### config.mk
export PLATFORM = sky130hd
export DESIGN_NAME = barrel_shift_pipe
export DESIGN_NICKNAME = d
export VERILOG_FILES = /design/src/rtl/barrel_pkg.sv /design/src/rtl/barrel_shift_stage.sv /design/src/rtl/barrel_shift_pipe.sv
export SDC_FILE = /design/constraint.sdc
export NUM_CORES = 1
export LEC_CHECK = 0
export BUFFER_PORTS_ARGS = -buffer_cell sky130_fd_sc_hd__buf_2
export CAP_MARGIN = 40
export CORE_UTILIZATION = 41
export CTS_CLUSTER_DIAMETER = 50
export DETAILED_ROUTE_END_ITERATION = 7
export PLACE_DENSITY_LB_ADDON = 0.1
export SLEW_MARGIN = 20
export SYNTH_ARGS = -nofsm -noshare
export SYNTH_HDL_FRONTEND = slang
export SYNTH_SLANG_ARGS = --single-unit
### constraint.sdc
create_clock -name clk -period 2.1 [get_ports clk]
set_input_delay 0.42 -clock clk [delete_from_list [all_inputs] [get_ports clk]]
set_output_delay 0.42 -clock clk [all_outputs]
set_load 0.02 [all_outputs]
### src/rtl/barrel_pkg.sv
// ----------------------------------------------------------------------------
// barrel_pkg
// Shared definitions for the pipelined barrel shifter:
//   - op encodings carried through the pipe alongside the data
//   - stage_shift(): one fixed-distance shift/rotate step, written once at a
//     generous maximum width so every stage instance of any DWIDTH can share it
// ----------------------------------------------------------------------------
package barrel_pkg;

    typedef logic [2:0] op_t;

    localparam op_t OP_SLL = 3'd0;
    localparam op_t OP_SRL = 3'd1;
    localparam op_t OP_SRA = 3'd2;
    localparam op_t OP_ROL = 3'd3;
    localparam op_t OP_ROR = 3'd4;
    // 3'd5..3'd7 are PASS: data goes through untouched regardless of shamt.

    // Upper bound on the operand width the helper can handle. Callers
    // zero-extend their operand into this width and truncate the result.
    localparam int MAX_DWIDTH = 256;

    // Shift/rotate 'data' (valid in the low 'width' bits) by 'amount' places.
    // 'sign' is the MSB of the original operand, used as the SRA fill; it is
    // carried from stage 0 because earlier stages may already have moved the
    // MSB of the partially shifted value.
    function automatic logic [MAX_DWIDTH-1:0] stage_shift(
        input op_t                   op,
        input logic [MAX_DWIDTH-1:0] data,
        input logic                  sign,
        input int                    amount,
        input int                    width
    );
        logic [MAX_DWIDTH-1:0] mask;
        logic [MAX_DWIDTH-1:0] res;
        mask = {MAX_DWIDTH{1'b1}} >> (MAX_DWIDTH - width);
        case (op)
            OP_SLL:  res = (data << amount) & mask;
            OP_SRL:  res = data >> amount;
            // Ones land exactly on the vacated MSB positions of the window.
            OP_SRA:  res = (data >> amount) | (sign ? (mask & ~(mask >> amount)) : '0);
            OP_ROL:  res = ((data << amount) | (data >> (width - amount))) & mask;
            OP_ROR:  res = ((data >> amount) | (data << (width - amount))) & mask;
            default: res = data;
        endcase
        return res;
    endfunction

endpackage

### src/rtl/barrel_shift_stage.sv
// ----------------------------------------------------------------------------
// barrel_shift_stage
// Purely combinational single log-stage of the barrel shifter: when
// shift_en_i is set the operand is shifted/rotated by STEP places in the mode
// given by op_i, otherwise it passes through unchanged.
//
// Ports:
//   shift_en_i  this stage's shift-amount bit
//   op_i        operation mode (barrel_pkg encodings, 5..7 = PASS)
//   sign_i      MSB of the original operand (SRA fill value)
//   data_i      operand from the previous stage
//   data_o      stage result
// ----------------------------------------------------------------------------
module barrel_shift_stage
    import barrel_pkg::*;
#(
    parameter int DWIDTH = 8,
    parameter int STEP   = 1
) (
    input  logic              shift_en_i,
    input  op_t               op_i,
    input  logic              sign_i,
    input  logic [DWIDTH-1:0] data_i,
    output logic [DWIDTH-1:0] data_o
);

    assign data_o = shift_en_i
                  ? DWIDTH'(stage_shift(op_i, MAX_DWIDTH'(data_i), sign_i, STEP, DWIDTH))
                  : data_i;

endmodule

### src/rtl/barrel_shift_pipe.sv
// ----------------------------------------------------------------------------
// barrel_shift_pipe
// Pipelined barrel shifter with one register stage per shift-amount bit and
// valid/ready flow control. Stage k shifts by 2^k when shamt bit k is set.
// Latency is log2(DWIDTH) cycles, throughput one op per cycle; bubbles are
// collapsed while the output is stalled, so the pipe holds S ops when full.
// DWIDTH must be a power of two and at least 2.
//
// Ports:
//   clk, rst    clock and synchronous active-high reset
//   in_valid    input op valid
//   in_ready    pipe can take an op this cycle (combinational from out_ready)
//   in_op       mode: 0 SLL, 1 SRL, 2 SRA, 3 ROL, 4 ROR, 5..7 PASS
//   in_shamt    shift amount 0..DWIDTH-1
//   in_data     operand
//   out_valid   result valid
//   out_ready   consumer accepts the result
//   out_data    shifted/rotated result
//   out_op      op that produced out_data
// ----------------------------------------------------------------------------
module barrel_shift_pipe
    import barrel_pkg::*;
#(
    parameter int DWIDTH = 8,
    localparam int SHW   = $clog2(DWIDTH)
) (
    input  logic              clk,
    input  logic              rst,
    input  logic              in_valid,
    output logic              in_ready,
    input  logic [2:0]        in_op,
    input  logic [SHW-1:0]    in_shamt,
    input  logic [DWIDTH-1:0] in_data,
    output logic              out_valid,
    input  logic              out_ready,
    output logic [DWIDTH-1:0] out_data,
    output logic [2:0]        out_op
);

    localparam int S = SHW;

    // Per-stage pipeline registers.
    logic              valid_q [S];
    logic [DWIDTH-1:0] data_q  [S];
    op_t               op_q    [S];
    logic [SHW-1:0]    shamt_q [S];
    logic              sign_q  [S];

    // Combinational result of each stage's shifter, loaded into data_q.
    logic [DWIDTH-1:0] data_d  [S];

    // adv[k]: stage k may load this cycle (empty, or its content moves on).
    logic [S-1:0]      adv;

    genvar gi;
    generate
        for (gi = 0; gi < S; gi++) begin : g_stage
            logic              valid_up;
            logic [DWIDTH-1:0] data_up;
            op_t               op_up;
            logic [SHW-1:0]    shamt_up;
            logic              sign_up;
            logic              adv_down;

            if (gi == 0) begin : g_first
                assign valid_up = in_valid;
                assign data_up  = in_data;
                assign op_up    = in_op;
                assign shamt_up = in_shamt;
                assign sign_up  = in_data[DWIDTH-1];
            end else begin : g_inner
                assign valid_up = valid_q[gi-1];
                assign data_up  = data_q[gi-1];
                assign op_up    = op_q[gi-1];
                assign shamt_up = shamt_q[gi-1];
                assign sign_up  = sign_q[gi-1];
            end

            if (gi == S - 1) begin : g_last_adv
                assign adv_down = out_ready;
            end else begin : g_inner_adv
                assign adv_down = adv[gi+1];
            end

            assign adv[gi] = !valid_q[gi] || adv_down;

            barrel_shift_stage #(
                .DWIDTH (DWIDTH),
                .STEP   (1 << gi)
            ) u_stage (
                .shift_en_i (shamt_up[gi]),
                .op_i       (op_up),
                .sign_i     (sign_up),
                .data_i     (data_up),
                .data_o     (data_d[gi])
            );

            // Operands are don't-care when valid_up is low, so the whole
            // stage loads on adv alone; a held stage never changes.
            always_ff @(posedge clk) begin
                if (rst) begin
                    valid_q[gi] <= 1'b0;
                    data_q[gi]  <= '0;
                    op_q[gi]    <= '0;
                    shamt_q[gi] <= '0;
                    sign_q[gi]  <= 1'b0;
                end else if (adv[gi]) begin
                    valid_q[gi] <= valid_up;
                    data_q[gi]  <= data_d[gi];
                    op_q[gi]    <= op_up;
                    shamt_q[gi] <= shamt_up;
                    sign_q[gi]  <= sign_up;
                end
            end
        end
    endgenerate

    assign in_ready  = adv[0];
    assign out_valid = valid_q[S-1];
    assign out_data  = data_q[S-1];
    assign out_op    = op_q[S-1];

endmodule
# Word level (Yosys, flattened, before mapping)
# Memories as Yosys holds them, arrays and structs flattened.
# Cells that the tools add are included.
dict set report op_classes {
  n_div 0
  n_shift 0
  n_lt_le_gt_ge 0
  n_mul 0
  eq_ne 12
  n_reduce_logical 10
  n_addsub 0
  bitwise 23
  n_mux 35
}
# op n
set op_table {}
lappend op_table {{8-bit case mux with 5 select lines} 2}
lappend op_table {{8-bit 2-to-1 mux} 9}
lappend op_table {{8-bit case mux with 4 select lines} 1}
lappend op_table {{3-bit by 2-bit == test with 1-bit output, second input constant} 6}
lappend op_table {{3-bit 2-to-1 mux} 6}
lappend op_table {{1-bit 2-to-1 mux} 17}
lappend op_table {{6-bit by 8-bit bitwise OR with 8-bit output} 2}
lappend op_table {{7-bit by 8-bit bitwise OR with 8-bit output} 2}
lappend op_table {{1-bit bitwise OR} 15}
lappend op_table {{3-bit by 1-bit == test with 1-bit output, second input constant} 3}
lappend op_table {{3-bit == test, second input constant} 3}
lappend op_table {{3-bit logical NOT} 3}
lappend op_table {{4-bit by 8-bit bitwise OR with 8-bit output} 1}
lappend op_table {{8-bit by 1-bit bitwise OR with 8-bit output} 1}
lappend op_table {{8-bit by 2-bit bitwise OR with 8-bit output} 1}
lappend op_table {{8-bit by 4-bit bitwise OR with 8-bit output} 1}
lappend op_table {{1-bit logical NOT} 3}
lappend op_table {{1-bit logical OR} 3}
lappend op_table {{2-bit OR reduction} 1}
dict set report word_totals {
  ramBits 48
  output_inout_bits 13
  latchBits 0
  reg_bits 0
  wordCells 85
  romBits 0
  input_bits 18
  memories 5
}
# memory depth width read_ports rd_clocked_by_memory_dff write_ports line
set memory_table {}
lappend memory_table {data_q 3 8 3 0 3 barrel_shift_pipe.sv:44} ;# logic [DWIDTH-1:0] data_q [S];
lappend memory_table {op_q 3 3 3 0 3 barrel_shift_pipe.sv:45} ;# op_t op_q [S];
lappend memory_table {shamt_q 3 3 2 0 3 barrel_shift_pipe.sv:46} ;# logic [SHW-1:0] shamt_q [S];
lappend memory_table {sign_q 3 1 2 0 3 barrel_shift_pipe.sv:47} ;# logic sign_q [S];
lappend memory_table {valid_q 3 1 3 0 3 barrel_shift_pipe.sv:43} ;# logic valid_q [S];

# Depth between registers and ports, before layout
# An unclocked memory read counts as a cell.
dict set report depth {
  depth_word 9
  ltp_mapped 6
  depth_no_buf 4
}

# By module
# Synthesis repeated with hierarchy kept, for this count alone.
dict set report unflattened {
  cells_unflattened 219
  area_unflattened_um2 2610.0
}
# module seq_area_each_um2 n_inst area_each_um2 cells_per_inst
set modules_own_cells {}
lappend modules_own_cells {barrel_shift_pipe 1231.2 1 1769.2 99}
lappend modules_own_cells {{barrel_shift_stage at g_stage[0].u_stage} 0.0 1 366.6 51}
lappend modules_own_cells {{barrel_shift_stage at g_stage[1].u_stage} 0.0 1 256.5 44}
lappend modules_own_cells {{barrel_shift_stage at g_stage[2].u_stage} 0.0 1 217.7 25}

# Worst setup path after synthesis
# OpenSTA, ideal clock, no wires.
dict set report synth_timing {
  path_kind {reg-to-reg}
  from {memory valid_q[2]}
  to {memory data_q[0][0] (enable)}
  t_required_ns 1.812
  setup_time_ns 0.288
  setup_slack_ns 0.417
  arrival_time_ns 1.394
  stages_incl_launch_ff 4
  n_path_buf 0
  synth_period_minus_slack_ns 1.683
  path_cell_list {edfxtp_1 nor2b_4 nand3_1 or2_2}
}
# item line
set synth_lines {}
lappend synth_lines {{start: declaration} barrel_shift_pipe.sv:43}
lappend synth_lines {{end: declaration} barrel_shift_pipe.sv:44}

==> results.cfg <==
[synthesis]
yosysTopAreaCellShare = 0.542
synth.area.top_cells = edfxtp_1, a21oi_1, and2_1, mux2i_1, o221ai_1
synthFlopType = edfxtp_1
synth_edf_count = 41
synth_top_cell_by_area = edfxtp_1
syn_area_sq_mm = 0.00227
ys_async_sr_fraction = 0
synth-seq-cells = 41
seq_area_frac_synth = 0.542
syn_area_per_cell_sq_um = 11.4
syn-num-nets = 217
ys_warn_count = 0
synthesis.instances = 199
yosys.cell_types.count = 39

[worst_setup_path]
path_max_fanout = 7
start_kind = register
rrSetupSlack_ns = 0.52
cp.arrival_ns = 1.62
critical_path_required_ns = 2.14
critPathKind = register to register
cp-end-kind = register

[cells_and_area]
layout_common_cells = edfxtp_1, buf_2, a21oi_1
diodes = 0
nets = 245
drive_gt1_frac = 0.207
areaGrowthSynthToFinish_pct = 12.9
final_common_cell = edfxtp_1
fin_cells = 297
fillCellCount = 490
fin_util = 0.492

[floorplanning]
core_area_sq_mm = 0.00520
die_x_um = 76.4
die_area_sq_mm = 0.00584
initial_core_util = 0.436
placementRows = 26
die_h_um = 76.4
io_pins = 31

[routing]
drtIter0Drc = 85
vias_per_cell = 5.74
first_pass_iters = 6
drc = 0
vias = 1704
ant_nets = 0
wire_per_inst_um = 14.2
drt_wl_total_um = 4210

[clocking]
clock-sinks = 41
cts-resized-gates = 0
ctsHoldBuffers = 0
cts_max_path_buffers = 2
clock_latency_ns = 0.29
cts_tree = done
path_clk_slew_ns = 0.07
cts_buffers = 5
cts_setup_buffers = 0
htreeDepth = 2
cts-root-buf = clkbuf_8

[grt]
grt_max_degree = 16
grt_pass1_wl_um = 6930
grt_pass1_vias = 1614
antenna_found_initial = 0
gr-total-overflow = 0
met1_usage = 0.141
track_usage = 0.152
gr-usage-met2 = 0.285
grt_util_met3 = 0.0419
busiest_layer = met2

[timing]
timing.final.crit_share = 0.753
setup_viol = 0
worst_pin_slew_ns = 0.545
min_period_ns = 1.58
slew_violations = 0
slew_headroom = 0.637
skew_ns = 0.00375
tns_ns = 0
fmax_mhz = 633
rsz0062_at_grt = false
holdWs_ns = 0.406
hold_viol_final = 0

[hold_path]
hp-class = primary input to register

[place]
portBuffers = 30
dp_hpwl_um = 3180
gp_routability_congestion = 0.858
dp_cells = 290

[flow_run]
maxCapViolCount = 0

[power]
finalPower_uw = 1830
power.leakage_uw = 0.00102
ir_worst_vdd_uv = 276
powerDensity_mw_per_mm2 = 715

[outcome]
status = completed
-- area by class of cell --
type	instances	area, sq um	area share
Clock buffer	5	68.8	0.0269
Clock inverter	2	35.0	0.0137
Inverter	5	18.8	0.00732
Multi-Input combinational cell	142	956	0.373
Sequential cell	41	1230	0.480
Tap cell	70	87.6	0.0342
Timing Repair Buffer	32	165	0.0645
-- worst max-delay path, stage by stage (launching register included) --
cell and delay, ns:
edfxtp_1 0.44, or2_1 0.34, a22o_1 0.26, a222oi_1 0.23, nor2_1 0.07
-- stage by stage --
stage | setup WS [ns] | area, sq um
2_1_floorplan | 0.417 | 2270
3_3_place_gp | 0.527 | 2460
3_5_place_dp | 0.499 | 2460
4_1_cts | 0.514 | 2560
5_1_grt | 0.369 | 2560
6_report | 0.520 | 2560
-- sequential cells by signal, indices dropped and copies added, names as in the netlist --
| signal | cells |
|---|---|
| valid_q | 3 |
| shamt_q | 3 |
| data_q | 24 |
| op_q | 9 |
| sign_q | 2 |
-- synthesized netlist by cell type (all sizes together) (2+ instances only) --
library cell,number
maj3,3
nor3b,2
inv,5
nand2,9
a31oi,3
a21oi,20
a21boi,2
a222oi,4
mux2i,10
o221ai,10
a22o,4
nor2,15
clkbuf,4
o22ai,5
or2,4
a211oi,2
o21ai,14
buf,7
and2,17
xnor2,2
nor2b,5
edfxtp,41
nand3,3
-- per-layer routing --
| metal | vias up | routed length [um] |
|---|---|---|
| li1 | 823 | - |
| met1 | 790 | 1510 |
| met2 | 80 | 2360 |
| met3 | 11 | 252 |
| met4 | 0 | 90 |
| met5 | - | 0 |
-- cells by family after synthesis --
kind of cell,Yosys count,synth area share
compound gates,68,0.208
simple gates,59,0.142
flops,41,0.542
buf+inv,16,0.0364
mux,10,0.0441
fa+ha+maj,3,0.0132
xor+xnor,2,0.0143
-- where the power goes --
| group | switching [uW] | total, uW | internal (uW) | leakage [uW] |
|---|---|---|---|---|
| clock network | 252 | 597 | 345 | 0.0000540 |
| logic | 128 | 231 | 103 | 0.000478 |
| registers | 49.6 | 1000 | 955 | 0.000483 |
| total | 429 | 1830 | 1400 | 0.00102 |
-- final timing paths --
check | startpoint | end | depth (start not counted)
worst min-delay path | in_shamt[2] | shamt_q[0][2] | 2
worst max-delay path | op_q[1][1] | data_q[2][0] | 4
worst max register to register | op_q[1][1] | data_q[2][0] | 4
worst min register to register | shamt_q[0][2] | shamt_q[1][2] | 1
Note: power is estimated with default switching activity, not from simulation.
